--- src/rtl/register_write_arbiter_if.sv ---
// Request/write bus between the requesters, the write arbiter and the register bank.
// Requester side uses the master modport; the arbiter uses the slave modport.
interface register_write_arbiter_if #(
    parameter int unsigned DATA_WIDTH = 8,
    parameter int unsigned NUM_REG    = 6,
    parameter int unsigned NUM_REQ    = 3,
    parameter int unsigned ADDR_W     = $clog2(NUM_REG)
);
    logic                          hold;
    logic [NUM_REQ-1:0]            req_valid;
    logic [NUM_REQ*ADDR_W-1:0]     req_addr;
    logic [NUM_REQ*DATA_WIDTH-1:0] req_data;
    logic [NUM_REQ-1:0]            req_ready;
    logic [NUM_REG-1:0]            write_enable;
    logic [DATA_WIDTH-1:0]         write_data;
    logic                          err;
    logic [NUM_REQ-1:0]            last_grant;

    modport master (
        output hold, req_valid, req_addr, req_data,
        input  req_ready, write_enable, write_data, err, last_grant
    );

    modport slave (
        input  hold, req_valid, req_addr, req_data,
        output req_ready, write_enable, write_data, err, last_grant
    );
endinterface

--- src/rtl/register_write_arbiter.sv ---
// Round-robin arbiter sharing the register bank's single write port among NUM_REQ requesters.
// Optional macro REGARB_PRIO0_EN: requester 0 gets strict priority, the rest share round-robin.
module register_write_arbiter #(
    parameter int unsigned DATA_WIDTH = 8,
    parameter int unsigned NUM_REG    = 6,
    parameter int unsigned NUM_REQ    = 3
) (
    input  logic                    clk,
    input  logic                    rst,
    register_write_arbiter_if.slave bus
);
    localparam int unsigned ADDR_W = $clog2(NUM_REG);
    localparam int unsigned PTR_W  = $clog2(NUM_REQ);
`ifdef REGARB_PRIO0_EN
    localparam logic [PTR_W-1:0] PTR_RST = PTR_W'(1);
`else
    localparam logic [PTR_W-1:0] PTR_RST = '0;
`endif

    logic [PTR_W-1:0]      ptr;
    logic [PTR_W-1:0]      grant_idx;
    logic [NUM_REQ-1:0]    grant_c;
    logic [ADDR_W-1:0]     sel_addr;
    logic [DATA_WIDTH-1:0] sel_data;
    logic                  in_range_c;

    // Grant search: first valid requester at or above the pointer, with wrap.
    always_comb begin
        logic [PTR_W-1:0] k;
        grant_c   = '0;
        grant_idx = '0;
        k         = '0;
        if (!rst && !bus.hold) begin
`ifdef REGARB_PRIO0_EN
            if (bus.req_valid[0]) begin
                grant_c[0] = 1'b1;
            end else begin
                for (int unsigned i = 0; i < NUM_REQ - 1; i++) begin
                    k = PTR_W'(1 + ((32'(ptr) - 1 + i) % (NUM_REQ - 1)));
                    if (grant_c == '0 && bus.req_valid[k]) begin
                        grant_c[k] = 1'b1;
                        grant_idx  = k;
                    end
                end
            end
`else
            for (int unsigned i = 0; i < NUM_REQ; i++) begin
                k = PTR_W'((32'(ptr) + i) % NUM_REQ);
                if (grant_c == '0 && bus.req_valid[k]) begin
                    grant_c[k] = 1'b1;
                    grant_idx  = k;
                end
            end
`endif
        end
    end

    // One-hot mux of the granted requester's index and data.
    always_comb begin
        sel_addr = '0;
        sel_data = '0;
        for (int unsigned r = 0; r < NUM_REQ; r++) begin
            if (grant_c[r]) begin
                sel_addr = sel_addr | bus.req_addr[r*ADDR_W +: ADDR_W];
                sel_data = sel_data | bus.req_data[r*DATA_WIDTH +: DATA_WIDTH];
            end
        end
        in_range_c = (32'(sel_addr) < NUM_REG);
    end

    assign bus.req_ready = grant_c;

    // Registered write port; enable and error are single-cycle pulses per transfer.
    always_ff @(posedge clk or posedge rst) begin
        if (rst) begin
            ptr              <= PTR_RST;
            bus.write_enable <= '0;
            bus.write_data   <= '0;
            bus.err          <= 1'b0;
            bus.last_grant   <= '0;
        end else begin
            bus.write_enable <= '0;
            bus.err          <= 1'b0;
            if (|grant_c) begin
                bus.write_data <= sel_data;
                bus.last_grant <= grant_c;
                if (in_range_c) begin
                    bus.write_enable <= NUM_REG'(1) << sel_addr;
                end else begin
                    bus.err <= 1'b1;
                end
`ifdef REGARB_PRIO0_EN
                if (grant_idx != '0) begin
                    ptr <= (32'(grant_idx) == NUM_REQ - 1) ? PTR_W'(1) : grant_idx + 1'b1;
                end
`else
                ptr <= (32'(grant_idx) == NUM_REQ - 1) ? '0 : grant_idx + 1'b1;
`endif
            end
        end
    end
endmodule

--- src/flat_wrapper.sv ---
// flat-port wrapper written by rule: the top's interface ports become plain ports
module register_write_arbiter_flat 
#(
    parameter int unsigned DATA_WIDTH = 8,
    parameter int unsigned NUM_REG    = 6,
    parameter int unsigned NUM_REQ    = 3
)
  (clk, rst, bus_hold, bus_req_valid, bus_req_addr, bus_req_data, bus_req_ready, bus_write_enable, bus_write_data, bus_err, bus_last_grant);
  register_write_arbiter_if #(.DATA_WIDTH(DATA_WIDTH), .NUM_REG(NUM_REG), .NUM_REQ(NUM_REQ)) bus_i ();
  input  logic clk;
  input  logic rst;
  input wire logic [$bits(bus_i.hold)-1:0] bus_hold;
  input wire logic [$bits(bus_i.req_valid)-1:0] bus_req_valid;
  input wire logic [$bits(bus_i.req_addr)-1:0] bus_req_addr;
  input wire logic [$bits(bus_i.req_data)-1:0] bus_req_data;
  output wire logic [$bits(bus_i.req_ready)-1:0] bus_req_ready;
  output wire logic [$bits(bus_i.write_enable)-1:0] bus_write_enable;
  output wire logic [$bits(bus_i.write_data)-1:0] bus_write_data;
  output wire logic [$bits(bus_i.err)-1:0] bus_err;
  output wire logic [$bits(bus_i.last_grant)-1:0] bus_last_grant;
  assign bus_i.hold = bus_hold;
  assign bus_i.req_valid = bus_req_valid;
  assign bus_i.req_addr = bus_req_addr;
  assign bus_i.req_data = bus_req_data;
  assign bus_req_ready = bus_i.req_ready;
  assign bus_write_enable = bus_i.write_enable;
  assign bus_write_data = bus_i.write_data;
  assign bus_err = bus_i.err;
  assign bus_last_grant = bus_i.last_grant;
  register_write_arbiter #(.DATA_WIDTH(DATA_WIDTH), .NUM_REG(NUM_REG), .NUM_REQ(NUM_REQ)) u_core (.clk(clk), .rst(rst), .bus(bus_i));
endmodule
--- config.mk ---
export PLATFORM = sky130hd
export DESIGN_NAME = register_write_arbiter_flat
export DESIGN_NICKNAME = d
export VERILOG_FILES = /design/src/rtl/register_write_arbiter_if.sv /design/src/rtl/register_write_arbiter.sv /design/src/flat_wrapper.sv
export SDC_FILE = /design/constraint.sdc
export NUM_CORES = 1
export LEC_CHECK = 0
export CAP_MARGIN = 20
export CORE_MARGIN = 10
export CORE_UTILIZATION = 55
export DETAILED_ROUTE_END_ITERATION = 16
export DONT_BUFFER_PORTS = 1
export GPL_ROUTABILITY_DRIVEN = 0
export PLACE_DENSITY_LB_ADDON = 0.05
export SLEW_MARGIN = 20
export SYNTH_ARGS = -nofsm -noshare
export SYNTH_HDL_FRONTEND = slang
export SYNTH_SLANG_ARGS = --single-unit
--- constraint.sdc ---
create_clock -name clk -period 4 [get_ports clk]
set_input_delay 1.2 -clock clk [delete_from_list [all_inputs] [get_ports clk]]
set_output_delay 1.2 -clock clk [all_outputs]
set_load 0.03 [all_outputs]
==> flow_summary_export.csv, run 1 <==
group,metric,value,unit
critical_path,endpoint,"bus_req_ready[1]",
drt,drt_iter0_drc,95,
drt,via_per_inst,6.60,
synthesis,synth_area_per_cell,10.1,um^2
die,coreArea,2430,um^2
run_status,outcome,"finished, final reports clean",
die,start_util,56.5,%
critical_path,r2r_start,"u_core.ptr[0]",
sta,fin_crit_sh,94.3,%
finish,layout-drive-gt1-share,17.2,%
critical_path,crit_arrival,2.57,ns
sta,setup-tns-final,0,ns
placed_design,place_ws,0.232,ns
synthesis,synthDistinctLibCells,48,
drt,drt_pass1_iterations,6,
critical_path,worstSetupStartpointType,"flip-flop",
grt,grt_pass1_wl,5.74,mm
die,die_area,4900,um^2
clock_network,insertion_delay,0.31,ns
clock_network,htree_levels,1,
drt,antenna_left,0,
grt,grt_antenna_before_repair,0,
grt,grt-ovfl-total,0,
clock_network,clk_path_buf_depth,2,
synthesis,ys_ff_latch,20,
synthesis,synth_edf_count,0,
critical_path,r2r_cells,9,
clock_network,clk_pin_slew,0.12,ns
hold_path,min_from,"u_core.ptr[1]",
synthesis,syn_area,1370,um^2
sta,relSlewSlack,38.1,%
finish,nets,178,
grt,grt_use_total,14.0,%
clock_network,clkSinkCount,20,
critical_path,timing.rr.end,"u_core.ptr[1]",
clock_network,clock-root-buffer,"clkbuf_4",
drt,routed_wirelength,3.58,mm
synthesis,ys_warn_count,0,
grt,grt_pass1_vias,1149,
die,num_io_pins,60,
finish,regArea,500,um^2
die,die_w,70.0,um
pwr,irDropWorstVdd,398,uV
placed_design,hpwlAfterDp,2.85,mm
critical_path,cp-end-kind,"output port",
synthesis,synth_cells,136,
sta,finalCriticalPeriod,3.77,ns
clock_network,cts_tree,"yes",
synthesis,async_reset_ff_share,100,%
synthesis,syn_nets,179,
sta,fin_ws,0.230,ns
synthesis,ys_seq_area_share,36.4,%
sta,hold_viol_final,0,
run,drv_cap,0,
placed_design,portBuffers,0,
grt,grt_max_degree,21,
drt,via_count,1082,
sta,rsz0062_at_grt,"false",
drt,wl_per_cell,21.8,um
finish,n_antenna_cell,0,
critical_path,worstPathRequired,2.80,ns
finish,syn_to_final_growth,4.10,%
hold_path,min-delay-path-class,"flip-flop to flip-flop",
critical_path,critPathMaxFanout,13,
sta,timing.fmax,265,MHz
sta,worstMarginPinSlew,0.928,ns
clock_network,cts-buffers-inserted,3,
sta,maxSlewViolCount,0,
critical_path,critPathKind,"flip-flop to output port",
finish,utilization,58.8,%
finish,n_fill_cell,228,
sta,skew,0.00966,ns
die,num_rows,18,
critical_path,r2r_slack,0.84,ns
synthesis,synth_ff_type,"dfrtp_1",
pwr,p_leak,0.658,nW
pwr,p_per_area,641,nW/um^2
clock_network,post-cts-setup-buffer-count,0,
finish,multi_input_area,788,um^2
die,dieHeight,70.0,um
critical_path,crit_path_start,"u_core.ptr[0]",
sta,setup_violations,0,
drt,drcViolationCount,0,
## metal layers
metal / part of all wire, % / GRT usage, % / vias to the layer above
li1: - / - / 515
met4: 2.1 / 5.70 / 0
met5: 0 / 0 / -
met2: 53 / 24.6 / 43
met1: 37 / 15.0 / 517
met3: 7.9 / 4.52 / 7
## kinds of logic after synthesis
group / count (synthesis) / share of synthesized area, %
AOI/OAI and AO/OA: 42 / 26.1
and+or+nand+nor: 37 / 18.1
muxes: 11 / 8.47
adders and majority gates: 4 / 3.64
buffers and inverters: 22 / 7.19
DFF: 20 / 36.4
## worst min path at each step
stage,to,cells past startpoint
after floorplan,u_core.ptr[1],1
after global routing,u_core.ptr[1],1
after global placement,u_core.ptr[1],1
final,u_core.ptr[1],1
after detailed placement,u_core.ptr[1],1
after CTS,u_core.ptr[1],1
## synth_stat cells (2+ instances only)
cell	number	share of area, %
o21ai_0	6	2.2
and4b_1	2	1.5
buf_2	4	1.5
buf_4	3	1.6
inv_1	14	3.8
dfrtp_1	20	36
mux2i_1	9	6.6
o31ai_1	2	1.1
ha_1	4	3.6
and2_1	3	1.4
nand2_1	6	1.6
nand2b_1	4	1.8
a21o_1	3	1.6
a21oi_1	4	1.5
a222oi_1	8	5.8
nor3_1	2	0.73
nor2_1	5	1.4
nor4b_1	2	1.3
nor2b_1	2	0.91
a221oi_1	3	1.9
a221o_1	3	2.2
## state kept, by name, indices dropped and copies added, names as in the netlist
signal and flops:
u_core.bus.write_enable 6, u_core.ptr 2, u_core.bus.last_grant 3, u_core.bus.err 1, u_core.bus.write_data 8
## timing repair
action,4_1_cts,5_1_grt
resized for setup,0,3
setup endpoints to repair,0,2
endpoints found under the hold margin,0,0
hold buffers,0,0
## cell type report
type / instances / area share [%]
Clock buffer: 4 / 2.54
Inverter: 14 / 3.67
Multi-Input combinational cell: 94 / 55.1
Sequential cell: 20 / 35.0
Tap cell: 30 / 2.62
Timing Repair Buffer: 2 / 1.05
## cell usage in the layout (no fill, tap or decap), drive strengths merged, types with 5 or more instances in the layout
cell type,netlist,final
dfrtp,20,20
inv,14,14
mux2i,9,9
a222oi,8,8
o21ai,6,6
nand2,6,6
a21oi,6,6
nor2,5,5
## power by group
part           internal, mW  total [mW]  switching, mW
combinational         0.180       0.423          0.243
clock                0.0556       0.119         0.0637
sequential            0.251       0.375          0.124
total                 0.486       0.917          0.431
## worst max-delay path, cell delays in order, from the launching register on
cell     delay (ns)
dfrtp_1        0.42
inv_1          0.11
ha_2           0.33
mux2_4         0.23
nor2_1         0.05
a221o_1        0.39
or3_4          0.44
a21oi_4        0.29
## metrics by stage
stage          cells  total power [mW]  cell area [um^2]  hold slack, ns
6_report         164             0.917              1430           0.594
3_3_place_gp     160             0.782              1380           0.555
5_1_grt          164             0.985              1430           0.625
2_1_floorplan    136             0.723              1370           0.533
4_1_cts          164             0.914              1420           0.590
3_5_place_dp     160             0.795              1380           0.563
Power figures use the tool's default switching activity.
==> run 2: changes to the inputs <==
--- a/config.mk
+++ b/config.mk
@@ -5,7 +5,6 @@
 export SDC_FILE = /design/constraint.sdc
 export NUM_CORES = 1
 export LEC_CHECK = 0
-export CAP_MARGIN = 20
 export CORE_MARGIN = 10
 export CORE_UTILIZATION = 55
 export DETAILED_ROUTE_END_ITERATION = 16
==> results of run 2 <==
The final DEF is identical to that of run 1; final timing and power are the same.
==> run 3: changes to the inputs <==
--- a/config.mk
+++ b/config.mk
@@ -11,6 +11,7 @@
 export DONT_BUFFER_PORTS = 1
 export GPL_ROUTABILITY_DRIVEN = 0
 export PLACE_DENSITY_LB_ADDON = 0.05
+export RECOVER_POWER = 50
 export SLEW_MARGIN = 20
 export SYNTH_ARGS = -nofsm -noshare
 export SYNTH_HDL_FRONTEND = slang
==> constraint.sdc (replaced) <==
create_clock -name clk -period 4.9 [get_ports clk]
set_input_delay 1.47 -clock clk [delete_from_list [all_inputs] [get_ports clk]]
set_output_delay 1.47 -clock clk [all_outputs]
set_load 0.03 [all_outputs]
==> flow_summary_export.csv, run 3 (same netlist as run 1, synthesis figures left out) <==
group,metric,value,unit
run_status,outcome,"finished, final reports clean",
finish,top_regs,"u_core.bus.write_data x8, u_core.bus.write_enable x6, u_core.bus.last_grant x3",
grt,grt_pass1_vias,1121,
grt,grt_pass1_wl,5.54,mm
drt,via_per_inst,6.73,
critical_path,cp.depth,5,
drt,wl_per_cell,21.4,um
clock_network,htree_levels,1,
sta,relSlewSlack,36.9,%
placed_design,place_area,1380,um^2
drt,routed_wirelength,3.50,mm
critical_path,cp_cell_sequence,"mux2_4 -> nor2_1 -> a221o_1 -> o31ai_1 -> and2_4",
pwr,irDropWorstVdd,354,uV
critical_path,critPathKind,"primary input to output port",
pwr,power,0.778,mW
sta,hold_viol_final,0,
critical_path,critPathMaxFanout,13,
clock_network,post-cts-setup-buffer-count,0,
hold_path,whs_path_depth,1,
grt,grt_max_degree,21,
grt,grt-ovfl-total,0,
die,die_w,70.0,um
placed_design,portBuffers,0,
die,coreArea,2430,um^2
die,start_util,56.5,%
critical_path,r2r_cells,9,
finish,largest_reg_flops,8,
drt,antenna_left,0,
critical_path,critPathSlowestCell,"o31ai_1",
finish,final_area,1440,um^2
critical_path,cp-end-kind,"output port",
clock_network,clk_pin_slew,0.12,ns
finish,n_fill_cell,223,
clock_network,clock-root-buffer,"clkbuf_4",
sta,maxSlewViolCount,0,
grt,grt_use_total,13.4,%
sta,fin_crit_sh,87.8,%
clock_network,clkSinkCount,20,
sta,timing.fmax,232,MHz
sta,rsz0062_at_grt,"false",
drt,drcViolationCount,0,
clock_network,cts_tree,"yes",
clock_network,hold_buffers,0,
die,dieHeight,70.0,um
clock_network,cts_resized,0,
clock_network,insertion_delay,0.30,ns
finish,regArea,500,um^2
die,die_area,4900,um^2
pwr,p_per_area,541,nW/um^2
die,num_io_pins,60,
sta,finalCriticalPeriod,4.30,ns
sta,setup_violations,0,
clock_network,cts-buffers-inserted,3,
finish,top_register,"u_core.bus.write_data",
sta,skew,0.0129,ns
drt,drt_pass1_iterations,6,
critical_path,path_delay_family,"compound AO/OA/AOI/OAI gates",
placed_design,hpwlAfterDp,2.86,mm
finish,syn_to_final_growth,4.55,%
finish,layout_common_cells,"20 x dfrtp_1, 14 x inv_1, 9 x mux2i_1",
finish,nets,178,
finish,layout-drive-gt1-share,14.9,%
finish,multi_input_area,778,um^2
critical_path,worstPathRequired,3.43,ns
critical_path,r2r_slack,1.60,ns
sta,worstMarginPinSlew,0.946,ns
critical_path,cp_num_buf_inv,0,
critical_path,crit_arrival,2.83,ns
critical_path,worstSetupStartpointType,"primary input",
run,drv_cap,0,
sta,hold_slack,0.604,ns
sta,setup-tns-final,0,ns
clock_network,clk_path_buf_depth,2,
drt,drt_iter0_drc,87,
pwr,p_leak,0.666,nW
die,num_rows,18,
finish,n_antenna_cell,0,
drt,via_count,1103,
hold_path,min-delay-path-class,"flip-flop to flip-flop",
grt,grt_antenna_before_repair,0,
finish,layout_commonest_cell,"dfrtp_1",
critical_path,critPathMaxStageDelay,0.39,ns
-- run 3: cell types whose count changed in the layout (fill, tap and decap cells not counted) --
cell	previous run	this run
ha_2	2	0
bufinv_16	0	1
o31ai_2	1	0
clkbuf_8	1	0
ha_1	2	4
o31ai_1	1	2
-- run 3: through the flow --
stage,cells,util (%),setup WS (ns)
3_5_place_dp,160,56.9,0.599
5_1_grt,164,59.1,0.461
3_3_place_gp,160,56.9,0.642
6_report,164,59.1,0.596
2_1_floorplan,136,-,0.386
4_1_cts,164,59.1,0.599
-- run 3: layout make-up --
| cell class | count | share of cell area (%) |
|---|---|---|
| clock buffer | 3 | 1.57 |
| clock inverter | 1 | 2.09 |
| inverter | 14 | 3.66 |
| multi-input combinational | 94 | 54.2 |
| sequential | 20 | 34.8 |
| tap | 30 | 2.61 |
| timing repair buffer | 2 | 1.05 |
-- run 3: routing by layer --
metal | global-route usage [%] | routed length, um | vias to the layer above | part of all wire (%)
met5 | 0 | 0 | - | 0
met4 | 4.17 | 42 | 0 | 1.2
met3 | 4.38 | 298 | 4 | 8.5
met2 | 24.2 | 1870 | 44 | 53
met1 | 14.4 | 1290 | 543 | 37
li1 | - | - | 512 | -
-- run 3: worst paths after layout --
path                                         endpoint        startpoint
max reg2reg                             u_core.ptr[1]     u_core.ptr[0]
min                                     u_core.ptr[1]     u_core.ptr[1]
min in group asynchronous    u_core.bus.write_data[4]               rst
max in group asynchronous  u_core.bus.write_enable[1]               rst
min reg2reg                             u_core.ptr[1]     u_core.ptr[1]
max                                  bus_req_ready[0]  bus_req_valid[0]
-- run 3: where the power goes --
| group | internal, mW | leakage (nW) | switching, mW |
|---|---|---|---|
| sequential | 0.205 | 0.265 | 0.100 |
| clock | 0.0827 | 0.0279 | 0.0504 |
| combinational | 0.142 | 0.373 | 0.198 |
